==> config.mk <==
export PLATFORM = sky130hd
export DESIGN_NAME = faxi_mst_lte_flat
export DESIGN_NICKNAME = d
export VERILOG_FILES = /design/src/rtl/faxi_pkg.sv /design/src/rtl/faxi_mst_lte_if.sv /design/src/rtl/faxi_mst_lte.sv /design/src/flat_wrapper.sv
export SDC_FILE = /design/constraint.sdc
export NUM_CORES = 1
export LEC_CHECK = 0
export CORE_ASPECT_RATIO = 1.5
export CORE_MARGIN = 2
export CORE_UTILIZATION = 45
export DETAILED_ROUTE_END_ITERATION = 10
export MAX_ROUTING_LAYER = met4
export PLACE_DENSITY_LB_ADDON = 0.1
export SLEW_MARGIN = 15
export SYNTH_ARGS = -nofsm -noshare
export SYNTH_HDL_FRONTEND = slang
export SYNTH_SLANG_ARGS = --single-unit
==> constraint.sdc <==
create_clock -name aclk -period 4.9 [get_ports aclk]
set_clock_uncertainty 0.15 [all_clocks]
set_input_delay 0.98 -clock aclk [delete_from_list [all_inputs] [get_ports aclk]]
set_output_delay 0.98 -clock aclk [all_outputs]
set_load 0.05 [all_outputs]
==> src/rtl/faxi_pkg.sv <==
// Shared definitions for the FPU AXI4-Lite initiator: FSM encoding,
// register offsets in the co-processor register file and AXI response codes.
package faxi_pkg;

  typedef enum logic [2:0] {
    ST_IDLE   = 3'd0,
    ST_WR_REQ = 3'd1,
    ST_WR_GAP = 3'd2,
    ST_WAIT   = 3'd3,
    ST_RD_REQ = 3'd4,
    ST_RD_GAP = 3'd5,
    ST_RSP    = 3'd6
  } state_t;

  localparam logic [2:0] OFS_OPA    = 3'd0;
  localparam logic [2:0] OFS_OPB    = 3'd1;
  localparam logic [2:0] OFS_FRM_OP = 3'd2;
  localparam logic [2:0] OFS_FCS    = 3'd3;
  localparam logic [2:0] OFS_FRES   = 3'd4;

  localparam logic [1:0] RESP_OKAY   = 2'b00;
  localparam logic [1:0] RESP_SLVERR = 2'b10;

endpackage

==> src/rtl/faxi_mst_lte_if.sv <==
// AXI4-Lite link between the initiator and the FPU register slave.
interface faxi_mst_lte_if #(
  parameter int ADDR_WIDTH = 32,
  parameter int DATA_WIDTH = 32,
  parameter int STRB_WIDTH = DATA_WIDTH / 8
);
  logic                  awvalid;
  logic [ADDR_WIDTH-1:0] awaddr;
  logic                  awready;
  logic                  wvalid;
  logic [DATA_WIDTH-1:0] wdata;
  logic [STRB_WIDTH-1:0] wstrb;
  logic                  wready;
  logic                  bvalid;
  logic [1:0]            bresp;
  logic                  bready;
  logic                  arvalid;
  logic [ADDR_WIDTH-1:0] araddr;
  logic                  arready;
  logic                  rvalid;
  logic [DATA_WIDTH-1:0] rdata;
  logic [1:0]            rresp;
  logic                  rready;

  modport master (
    output awvalid, awaddr, wvalid, wdata, wstrb, bready, arvalid, araddr, rready,
    input  awready, wready, bvalid, bresp, arready, rvalid, rdata, rresp
  );

  modport slave (
    input  awvalid, awaddr, wvalid, wdata, wstrb, bready, arvalid, araddr, rready,
    output awready, wready, bvalid, bresp, arready, rvalid, rdata, rresp
  );
endinterface

==> src/rtl/faxi_mst_lte.sv <==
// Single-job AXI4-Lite initiator: writes OPA/OPB/FRM_OP, waits, reads FCS and FRES,
// then presents result, flags and a sticky error bit on the response port.
module faxi_mst_lte
  import faxi_pkg::*;
#(
  parameter int                    OPERAND_WIDTH  = 32,
  parameter int                    ADDR_WIDTH     = 32,
  parameter int                    DATA_WIDTH     = 32,
  parameter int                    STRB_WIDTH     = DATA_WIDTH / 8,
  parameter logic [ADDR_WIDTH-1:0] BASE_ADDR      = '0,
  parameter int                    WAIT_CYCLES    = 4,
  parameter int                    TIMEOUT_CYCLES = 256
) (
  input  logic                     aclk,
  input  logic                     arst,
  input  logic                     cmd_valid_i,
  output logic                     cmd_ready_o,
  input  logic [OPERAND_WIDTH-1:0] cmd_opa_i,
  input  logic [OPERAND_WIDTH-1:0] cmd_opb_i,
  input  logic [DATA_WIDTH-1:0]    cmd_frm_op_i,
  output logic                     rsp_valid_o,
  input  logic                     rsp_ready_i,
  output logic [OPERAND_WIDTH-1:0] rsp_result_o,
  output logic [4:0]               rsp_flag_o,
  output logic                     rsp_err_o,
  faxi_mst_lte_if.master           axi
);

  localparam int CNT_MAX = (WAIT_CYCLES > TIMEOUT_CYCLES) ? WAIT_CYCLES : TIMEOUT_CYCLES;
  localparam int CNT_W   = $clog2(CNT_MAX + 1);
  localparam logic [CNT_W-1:0] TO_LOAD   = CNT_W'(TIMEOUT_CYCLES - 1);
  localparam logic [CNT_W-1:0] WAIT_LOAD = CNT_W'(WAIT_CYCLES - 1);

  state_t                   state_reg;
  logic [2:0]               idx_reg;
  logic [CNT_W-1:0]         cnt_reg;
  logic [OPERAND_WIDTH-1:0] opa_reg;
  logic [OPERAND_WIDTH-1:0] opb_reg;
  logic [DATA_WIDTH-1:0]    frm_reg;
  logic [OPERAND_WIDTH-1:0] result_reg;
  logic [4:0]               flag_reg;
  logic                     err_reg;
  logic                     rsp_valid_reg;

  assign cmd_ready_o  = (state_reg == ST_IDLE);
  assign rsp_valid_o  = rsp_valid_reg;
  assign rsp_result_o = result_reg;
  assign rsp_flag_o   = flag_reg;
  assign rsp_err_o    = err_reg;

  function automatic logic [ADDR_WIDTH-1:0] reg_addr(input logic [2:0] ofs);
    return BASE_ADDR + ADDR_WIDTH'(ofs);
  endfunction

  // The shared down-counter is reloaded with the timeout budget on every request
  // entry; reaching zero without a handshake aborts the job into RSP.
  always_ff @(posedge aclk) begin
    if (arst) begin
      state_reg     <= ST_IDLE;
      idx_reg       <= '0;
      cnt_reg       <= '0;
      opa_reg       <= '0;
      opb_reg       <= '0;
      frm_reg       <= '0;
      result_reg    <= '0;
      flag_reg      <= '0;
      err_reg       <= 1'b0;
      rsp_valid_reg <= 1'b0;
      axi.awvalid   <= 1'b0;
      axi.awaddr    <= '0;
      axi.wvalid    <= 1'b0;
      axi.wdata     <= '0;
      axi.wstrb     <= '0;
      axi.bready    <= 1'b0;
      axi.arvalid   <= 1'b0;
      axi.araddr    <= '0;
      axi.rready    <= 1'b0;
    end else begin
      case (state_reg)
        ST_IDLE: begin
          if (cmd_valid_i) begin
            opa_reg     <= cmd_opa_i;
            opb_reg     <= cmd_opb_i;
            frm_reg     <= cmd_frm_op_i;
            result_reg  <= '0;
            flag_reg    <= '0;
            err_reg     <= 1'b0;
            idx_reg     <= OFS_OPA;
            cnt_reg     <= TO_LOAD;
            axi.awvalid <= 1'b1;
            axi.wvalid  <= 1'b1;
            axi.bready  <= 1'b1;
            axi.awaddr  <= reg_addr(OFS_OPA);
            axi.wdata   <= DATA_WIDTH'(cmd_opa_i);
            axi.wstrb   <= {STRB_WIDTH{1'b1}};
            state_reg   <= ST_WR_REQ;
          end
        end
        ST_WR_REQ: begin
          if (axi.bvalid && axi.bready) begin
            err_reg     <= err_reg | (axi.bresp != RESP_OKAY);
            axi.awvalid <= 1'b0;
            axi.wvalid  <= 1'b0;
            axi.bready  <= 1'b0;
            state_reg   <= ST_WR_GAP;
          end else if (cnt_reg == '0) begin
            axi.awvalid   <= 1'b0;
            axi.wvalid    <= 1'b0;
            axi.bready    <= 1'b0;
            err_reg       <= 1'b1;
            rsp_valid_reg <= 1'b1;
            state_reg     <= ST_RSP;
          end else begin
            cnt_reg <= cnt_reg - CNT_W'(1);
          end
        end
        ST_WR_GAP: begin
          idx_reg <= idx_reg + 3'd1;
          if (idx_reg == OFS_FRM_OP) begin
            cnt_reg   <= WAIT_LOAD;
            state_reg <= ST_WAIT;
          end else begin
            cnt_reg     <= TO_LOAD;
            axi.awvalid <= 1'b1;
            axi.wvalid  <= 1'b1;
            axi.bready  <= 1'b1;
            axi.awaddr  <= reg_addr(idx_reg + 3'd1);
            axi.wdata   <= (idx_reg == OFS_OPA) ? DATA_WIDTH'(opb_reg) : frm_reg;
            state_reg   <= ST_WR_REQ;
          end
        end
        ST_WAIT: begin
          if (cnt_reg == '0) begin
            idx_reg     <= OFS_FCS;
            cnt_reg     <= TO_LOAD;
            axi.arvalid <= 1'b1;
            axi.rready  <= 1'b1;
            axi.araddr  <= reg_addr(OFS_FCS);
            state_reg   <= ST_RD_REQ;
          end else begin
            cnt_reg <= cnt_reg - CNT_W'(1);
          end
        end
        ST_RD_REQ: begin
          if (axi.rvalid && axi.rready) begin
            err_reg <= err_reg | (axi.rresp != RESP_OKAY);
            if (idx_reg == OFS_FCS) flag_reg <= axi.rdata[4:0];
            else                    result_reg <= OPERAND_WIDTH'(axi.rdata);
            axi.arvalid <= 1'b0;
            axi.rready  <= 1'b0;
            state_reg   <= ST_RD_GAP;
          end else if (cnt_reg == '0) begin
            axi.arvalid   <= 1'b0;
            axi.rready    <= 1'b0;
            err_reg       <= 1'b1;
            rsp_valid_reg <= 1'b1;
            state_reg     <= ST_RSP;
          end else begin
            cnt_reg <= cnt_reg - CNT_W'(1);
          end
        end
        ST_RD_GAP: begin
          if (idx_reg == OFS_FCS) begin
            idx_reg     <= OFS_FRES;
            cnt_reg     <= TO_LOAD;
            axi.arvalid <= 1'b1;
            axi.rready  <= 1'b1;
            axi.araddr  <= reg_addr(OFS_FRES);
            state_reg   <= ST_RD_REQ;
          end else begin
            rsp_valid_reg <= 1'b1;
            state_reg     <= ST_RSP;
          end
        end
        ST_RSP: begin
          if (rsp_ready_i) begin
            rsp_valid_reg <= 1'b0;
            state_reg     <= ST_IDLE;
          end
        end
        default: state_reg <= ST_IDLE;
      endcase
    end
  end

endmodule

==> src/flat_wrapper.sv <==
// flat-port wrapper written by rule: the top's interface ports become plain ports
module faxi_mst_lte_flat import faxi_pkg::*;
#(
  parameter int                    OPERAND_WIDTH  = 32,
  parameter int                    ADDR_WIDTH     = 32,
  parameter int                    DATA_WIDTH     = 32,
  parameter int                    STRB_WIDTH     = DATA_WIDTH / 8,
  parameter logic [ADDR_WIDTH-1:0] BASE_ADDR      = '0,
  parameter int                    WAIT_CYCLES    = 4,
  parameter int                    TIMEOUT_CYCLES = 256
)
  (aclk, arst, cmd_valid_i, cmd_ready_o, cmd_opa_i, cmd_opb_i, cmd_frm_op_i, rsp_valid_o, rsp_ready_i, rsp_result_o, rsp_flag_o, rsp_err_o, axi_awvalid, axi_awaddr, axi_wvalid, axi_wdata, axi_wstrb, axi_bready, axi_arvalid, axi_araddr, axi_rready, axi_awready, axi_wready, axi_bvalid, axi_bresp, axi_arready, axi_rvalid, axi_rdata, axi_rresp);
  faxi_mst_lte_if #(.ADDR_WIDTH(ADDR_WIDTH), .DATA_WIDTH(DATA_WIDTH), .STRB_WIDTH(STRB_WIDTH)) axi_i ();
  input  logic aclk;
  input  logic arst;
  input  logic cmd_valid_i;
  output logic cmd_ready_o;
  input  logic [OPERAND_WIDTH-1:0] cmd_opa_i;
  input  logic [OPERAND_WIDTH-1:0] cmd_opb_i;
  input  logic [DATA_WIDTH-1:0] cmd_frm_op_i;
  output logic rsp_valid_o;
  input  logic rsp_ready_i;
  output logic [OPERAND_WIDTH-1:0] rsp_result_o;
  output logic [4:0] rsp_flag_o;
  output logic rsp_err_o;
  output wire logic [$bits(axi_i.awvalid)-1:0] axi_awvalid;
  output wire logic [$bits(axi_i.awaddr)-1:0] axi_awaddr;
  output wire logic [$bits(axi_i.wvalid)-1:0] axi_wvalid;
  output wire logic [$bits(axi_i.wdata)-1:0] axi_wdata;
  output wire logic [$bits(axi_i.wstrb)-1:0] axi_wstrb;
  output wire logic [$bits(axi_i.bready)-1:0] axi_bready;
  output wire logic [$bits(axi_i.arvalid)-1:0] axi_arvalid;
  output wire logic [$bits(axi_i.araddr)-1:0] axi_araddr;
  output wire logic [$bits(axi_i.rready)-1:0] axi_rready;
  input wire logic [$bits(axi_i.awready)-1:0] axi_awready;
  input wire logic [$bits(axi_i.wready)-1:0] axi_wready;
  input wire logic [$bits(axi_i.bvalid)-1:0] axi_bvalid;
  input wire logic [$bits(axi_i.bresp)-1:0] axi_bresp;
  input wire logic [$bits(axi_i.arready)-1:0] axi_arready;
  input wire logic [$bits(axi_i.rvalid)-1:0] axi_rvalid;
  input wire logic [$bits(axi_i.rdata)-1:0] axi_rdata;
  input wire logic [$bits(axi_i.rresp)-1:0] axi_rresp;
  assign axi_awvalid = axi_i.awvalid;
  assign axi_awaddr = axi_i.awaddr;
  assign axi_wvalid = axi_i.wvalid;
  assign axi_wdata = axi_i.wdata;
  assign axi_wstrb = axi_i.wstrb;
  assign axi_bready = axi_i.bready;
  assign axi_arvalid = axi_i.arvalid;
  assign axi_araddr = axi_i.araddr;
  assign axi_rready = axi_i.rready;
  assign axi_i.awready = axi_awready;
  assign axi_i.wready = axi_wready;
  assign axi_i.bvalid = axi_bvalid;
  assign axi_i.bresp = axi_bresp;
  assign axi_i.arready = axi_arready;
  assign axi_i.rvalid = axi_rvalid;
  assign axi_i.rdata = axi_rdata;
  assign axi_i.rresp = axi_rresp;
  faxi_mst_lte #(.OPERAND_WIDTH(OPERAND_WIDTH), .ADDR_WIDTH(ADDR_WIDTH), .DATA_WIDTH(DATA_WIDTH), .STRB_WIDTH(STRB_WIDTH), .BASE_ADDR(BASE_ADDR), .WAIT_CYCLES(WAIT_CYCLES), .TIMEOUT_CYCLES(TIMEOUT_CYCLES)) u_core (.aclk(aclk), .arst(arst), .cmd_valid_i(cmd_valid_i), .cmd_ready_o(cmd_ready_o), .cmd_opa_i(cmd_opa_i), .cmd_opb_i(cmd_opb_i), .cmd_frm_op_i(cmd_frm_op_i), .rsp_valid_o(rsp_valid_o), .rsp_ready_i(rsp_ready_i), .rsp_result_o(rsp_result_o), .rsp_flag_o(rsp_flag_o), .rsp_err_o(rsp_err_o), .axi(axi_i));
endmodule
## Word-level counts from Yosys, hierarchy flattened

Cells that the tools add are included.

- Register bits: 217
- Bits of input ports: 141
- Output and inout bits: 145
- Logic and storage cells: 126

- $add $sub $neg: 2
- Equality and inequality tests: 21
- Mux-type cells: 58
- Bitwise gates (word level): 2
- Reduce and logical (&&, ||, !) cells: 28

Operator list:

| kind | count |
|---|---|
| $mux 32 | 9 |
| $pmux 32 s2 | 4 |
| $mux 9 | 6 |
| $pmux 9 s6 | 1 |
| $mux 3 | 9 |
| $pmux 3 s7 | 1 |
| $reduce_and 4->1 | 5 |
| $mux 1 | 16 |
| $mux 5 | 3 |
| $ne 2x2->1 const B | 7 |
| $eq 3x2->1 const B | 4 |
| $pmux 3 s4 | 1 |
| $pmux 5 s2 | 1 |
| $reduce_and 5->1 | 2 |
| $reduce_bool 2->1 | 5 |
| $eq 3x3->1 const B | 3 |
| $logic_not 9->1 | 1 |
| $pmux 1 s3 | 3 |
| $reduce_and 3->1 | 3 |
| $reduce_bool 3->1 | 3 |
| $sub 9x1->9 const B | 1 |
| $mux 8 | 1 |
| $ne 2x1->1 const B | 4 |
| $reduce_bool 4->1 | 2 |
| other kinds (10) | 16 |

## Longest topological paths before layout

- Depth after elaboration: 4
- Gate-level depth with buffers: 9
- Depth with buffers taken out: 7

## Worst setup path before layout

No wires, ideal clock.

- Kind: reg2out
- Start: register u_core.state_reg[0]
- End: output cmd_ready_o
- Arrival: 1.685 ns
- Required time: 3.770 ns
- Setup slack: 2.085 ns
- Stages on the path, launching flop included: 3
- Path buffers: 1
- Path through: dfxtp_1 clkbuf_1 nor3_1

- Longest elaborated chain between the ends: 1

Ends and longest elaborated chain:

| item | RTL line | RTL |
|---|---|---|
| start: declaration | faxi_mst_lte.sv:34 | `state_t state_reg;` |
| start signal: assignment | faxi_mst_lte.sv:59 | `state_reg <= ST_IDLE;` |
| start signal: assignment | faxi_mst_lte.sv:96 | `state_reg <= ST_WR_REQ;` |
| start signal: assignment | faxi_mst_lte.sv:105 | `state_reg <= ST_WR_GAP;` |
| $logic_not 3->1 | faxi_mst_lte.sv:45 | `assign cmd_ready_o = (state_reg == ST_IDLE);` |
| end: declaration | flat_wrapper.sv:17 | `output logic cmd_ready_o;` |

Every way passes these cells.

## Worst setup path after layout

- Start: register u_core.state_reg[2]
- End: output cmd_ready_o

The elaborated chain is that of the path after synthesis.

==> impl_metrics.csv <==
group,metric,value,unit
worst_setup_path,critPathBufInv,1,
min_path,min-delay-path-class,"flop to flop",
floorplan,die-area,0.01729,sq mm
sta,fmax,277.4,MHz
power,power.total,3.627,mW
final_layout,final_common_cell,"nand2_1",
sta,rsz0062_at_grt,"no",
flow_run,drv_cap,0,
route,wl,19880,um
power,power_frac_comb,25.6,%
yosys,async_flop_share,0,%
global_routing,grt_pass1_wl,31720,um
sta,min_period,3605,ps
worst_setup_path,crit_type,"flop to primary output",
route,first_pass_iters,5,
worst_setup_path,rrSetupSlack,1560,ps
yosys,synthTopCellsByArea,"dfxtp_1 (43%), nand2_1 (13%), a21oi_1 (11%)",
route,via_count,6719,
global_routing,antenna_found_initial,1,
place,dp_hpwl,13010,um
global_routing,grt-ovfl-total,0,
final_layout,final_cell_mix,"nand2_1 (243), clkdlybuf4s50_1 (223), a21oi_1 (158), dfxtp_1 (158), conb_1 (58)",
floorplan,initial_core_util,45.51,%
yosys,yosys_warnings,0,
sta,worstMarginPinSlew,1164,ps
power,seq_power_share,39.9,%
sta,setup_viol,0,
place,gp_congestion,0.8484,
route,drt_iter0_drc,258,
place,placed_cells,1290,
yosys,yosys.area.top_type,"dfxtp_1",
yosys,synth_seq_cells,158,
global_routing,grt_usage,23.61,%
worst_setup_path,reg2reg_from,"u_core.state_reg[2]",
power,p_sw,1.245,mW
place,portBuffers,224,
floorplan,core_area,0.01605,sq mm
cts,cts_buffers,17,
worst_setup_path,crit_chain,"nor3_1 -> clkdlybuf4s50_1",
place,placed_area,0.009329,sq mm
power,p_int,2.382,mW
final_layout,drive_above_1_share,5.112,%
power,clock_power_share,34.5,%
outcome,status,"finished, final reports clean",
cts,clkSlewWorstSetupHoldPaths,70,ps
worst_setup_path,cp_data_arrival_time,2470,ps
global_routing,grt_max_degree,103,
global_routing,first_global_vias,6415,
floorplan,core.rowCount,57,
sta,max_slew_margin,22.20,%
yosys,synth_cell_types,53,
route,vias_per_cell,5.082,
yosys,netlist_instances,930,
yosys,ys.flop_type,"dfxtp_1",
sta,fin_tns_setup,0,ps
route,ant_nets,0,
worst_setup_path,end_kind,"primary output",
worst_setup_path,cp.depth,2,
yosys,synth_edf_count,0,
worst_setup_path,crit_required,3770,ps
power,p_leak,3.632,nW
final_layout,fin_cells,1322,
worst_setup_path,cp_slowest_cell,"clkdlybuf4s50_1",
yosys,netlist_area,0.007303,sq mm
floorplan,fp.dieH,160.0,um
cts,cts_max_level,4,
worst_setup_path,path_max_fanout,25,
final_layout,area_delta_synth_final,35.34,%
cts,hold_buffers,0,
cts,cts.sinks,158,
worst_setup_path,crit_family,"buffers and inverters",
floorplan,ioPinCount,286,
yosys,ys_seq_area_share,43.31,%
power,irDropWorstVdd,0.2297,mV
cts,ctsLongestPathBuffers,2,
final_layout,final_area,0.009884,sq mm
route,drc,0,
min_path,whs_path_depth,2,
power,pwr_density_cell,366.9,mW/mm^2
min_path,min-delay-start,"u_core.axi.wdata[0]",
final_layout,nets,1250,
cts,cts_resized,0,
route,wl_per_cell,15.04,um
yosys,syn_area_per_cell,7.853,sq um
worst_setup_path,cp-start-kind,"flop",
sta,slew_violations,0,
worst_setup_path,reg2reg_to,"u_core.rsp_result_o[22]",
cts,cts_tree,"built",
floorplan,die_w,108.0,um
cts,cts_setup_buffers,0,
sta,whs,301.5,ps
min_path,whs_endpoint,"u_core.axi.wdata[0]",
sta,hold_viol,0,
cts,clock-root-buffer,"clkbuf_16",
sta,post-route-period-util,73.56,%
power,sw_frac_of_total,34.32,%
cts,insertion_delay,420,ps
worst_setup_path,reg2regPathDepth,5,
worst_setup_path,critPathMaxStageDelay,910,ps
yosys,synth_top_area_share,43.31,%
## stage by stage
stage | util (%) | setup WS (ps)
final | 61.60 | 1295
after global routing | 61.60 | 1202
after CTS | 61.58 | 1276
after detailed placement | 58.14 | 1372
after global placement | 58.14 | 1397
after floorplan | - | 2085
## worst register-to-register path: cells and delay by family, from the launching register on
kind	cells	cell delay, ps
simple gates	4	2090
flops	1	880
compound gates	1	100
## per-layer routing
layer	track usage (%)	wire [um]
met2	40.17	9973
met4	10.08	753
met1	26.18	8004
met5	-	0
met3	5.347	1149
## power groups by stage
stage	Combinational (mW)	Sequential [mW]	Clock (mW)
2_1_floorplan	0.603	1.56	0
3_3_place_gp	0.927	1.47	0
3_5_place_dp	0.931	1.48	0
4_1_cts	0.936	1.45	1.28
5_1_grt	1.01	1.46	1.33
6_report	0.928	1.45	1.25
## cell families (layout without fill, tap and decap cells)
group | Yosys count | in the layout | synth area share [%]
other | 1 | 59 | 0.05135
flip-flops | 158 | 158 | 43.31
AO/OA/AOI/OAI | 233 | 233 | 19.43
adder cells (fa/ha/maj) | 6 | 6 | 1.028
buffers and inverters | 147 | 275 | 11.43
multiplexers | 32 | 32 | 4.386
AND/OR/NAND/NOR | 353 | 353 | 20.37
## cell usage after synthesis, drive strengths merged, types with 2 or more instances
master / count
mux2i: 32
a21oi: 159
ha: 6
nor2: 28
inv: 13
o211ai: 33
or4: 3
nand3: 47
nand2b: 4
a22oi: 2
nor3b: 2
a2111oi: 2
and2: 2
a31oi: 5
clkbuf: 44
buf: 90
dfxtp: 158
o21bai: 2
nand2: 244
nor4: 4
o32ai: 4
a21o: 2
a211oi: 4
a311oi: 2
nor2b: 6
o21ai: 10
nor3: 7
## worst max path at each step
stage	endpoint	startpoint
global route	cmd_ready_o	u_core.state_reg[2]
finish	cmd_ready_o	u_core.state_reg[2]
floorplan	cmd_ready_o	u_core.state_reg[0]
global placement	u_core.rsp_result_o[4]	axi_rvalid
detailed placement	u_core.rsp_result_o[11]	axi_rvalid
CTS	cmd_ready_o	u_core.state_reg[2]
## area by class of cell
type                    instances  area [sq um]
multi-input cells             682          3555
flip-flops and latches        158          3163
diodes                          1         2.502
fillers                      1524          6162
repair buffers                231          2305
inverters                      13         48.80
well taps                     206         257.7
clock inverters                14         127.6
clock buffers                  17         425.4
Power figures use the tool's default switching activity.
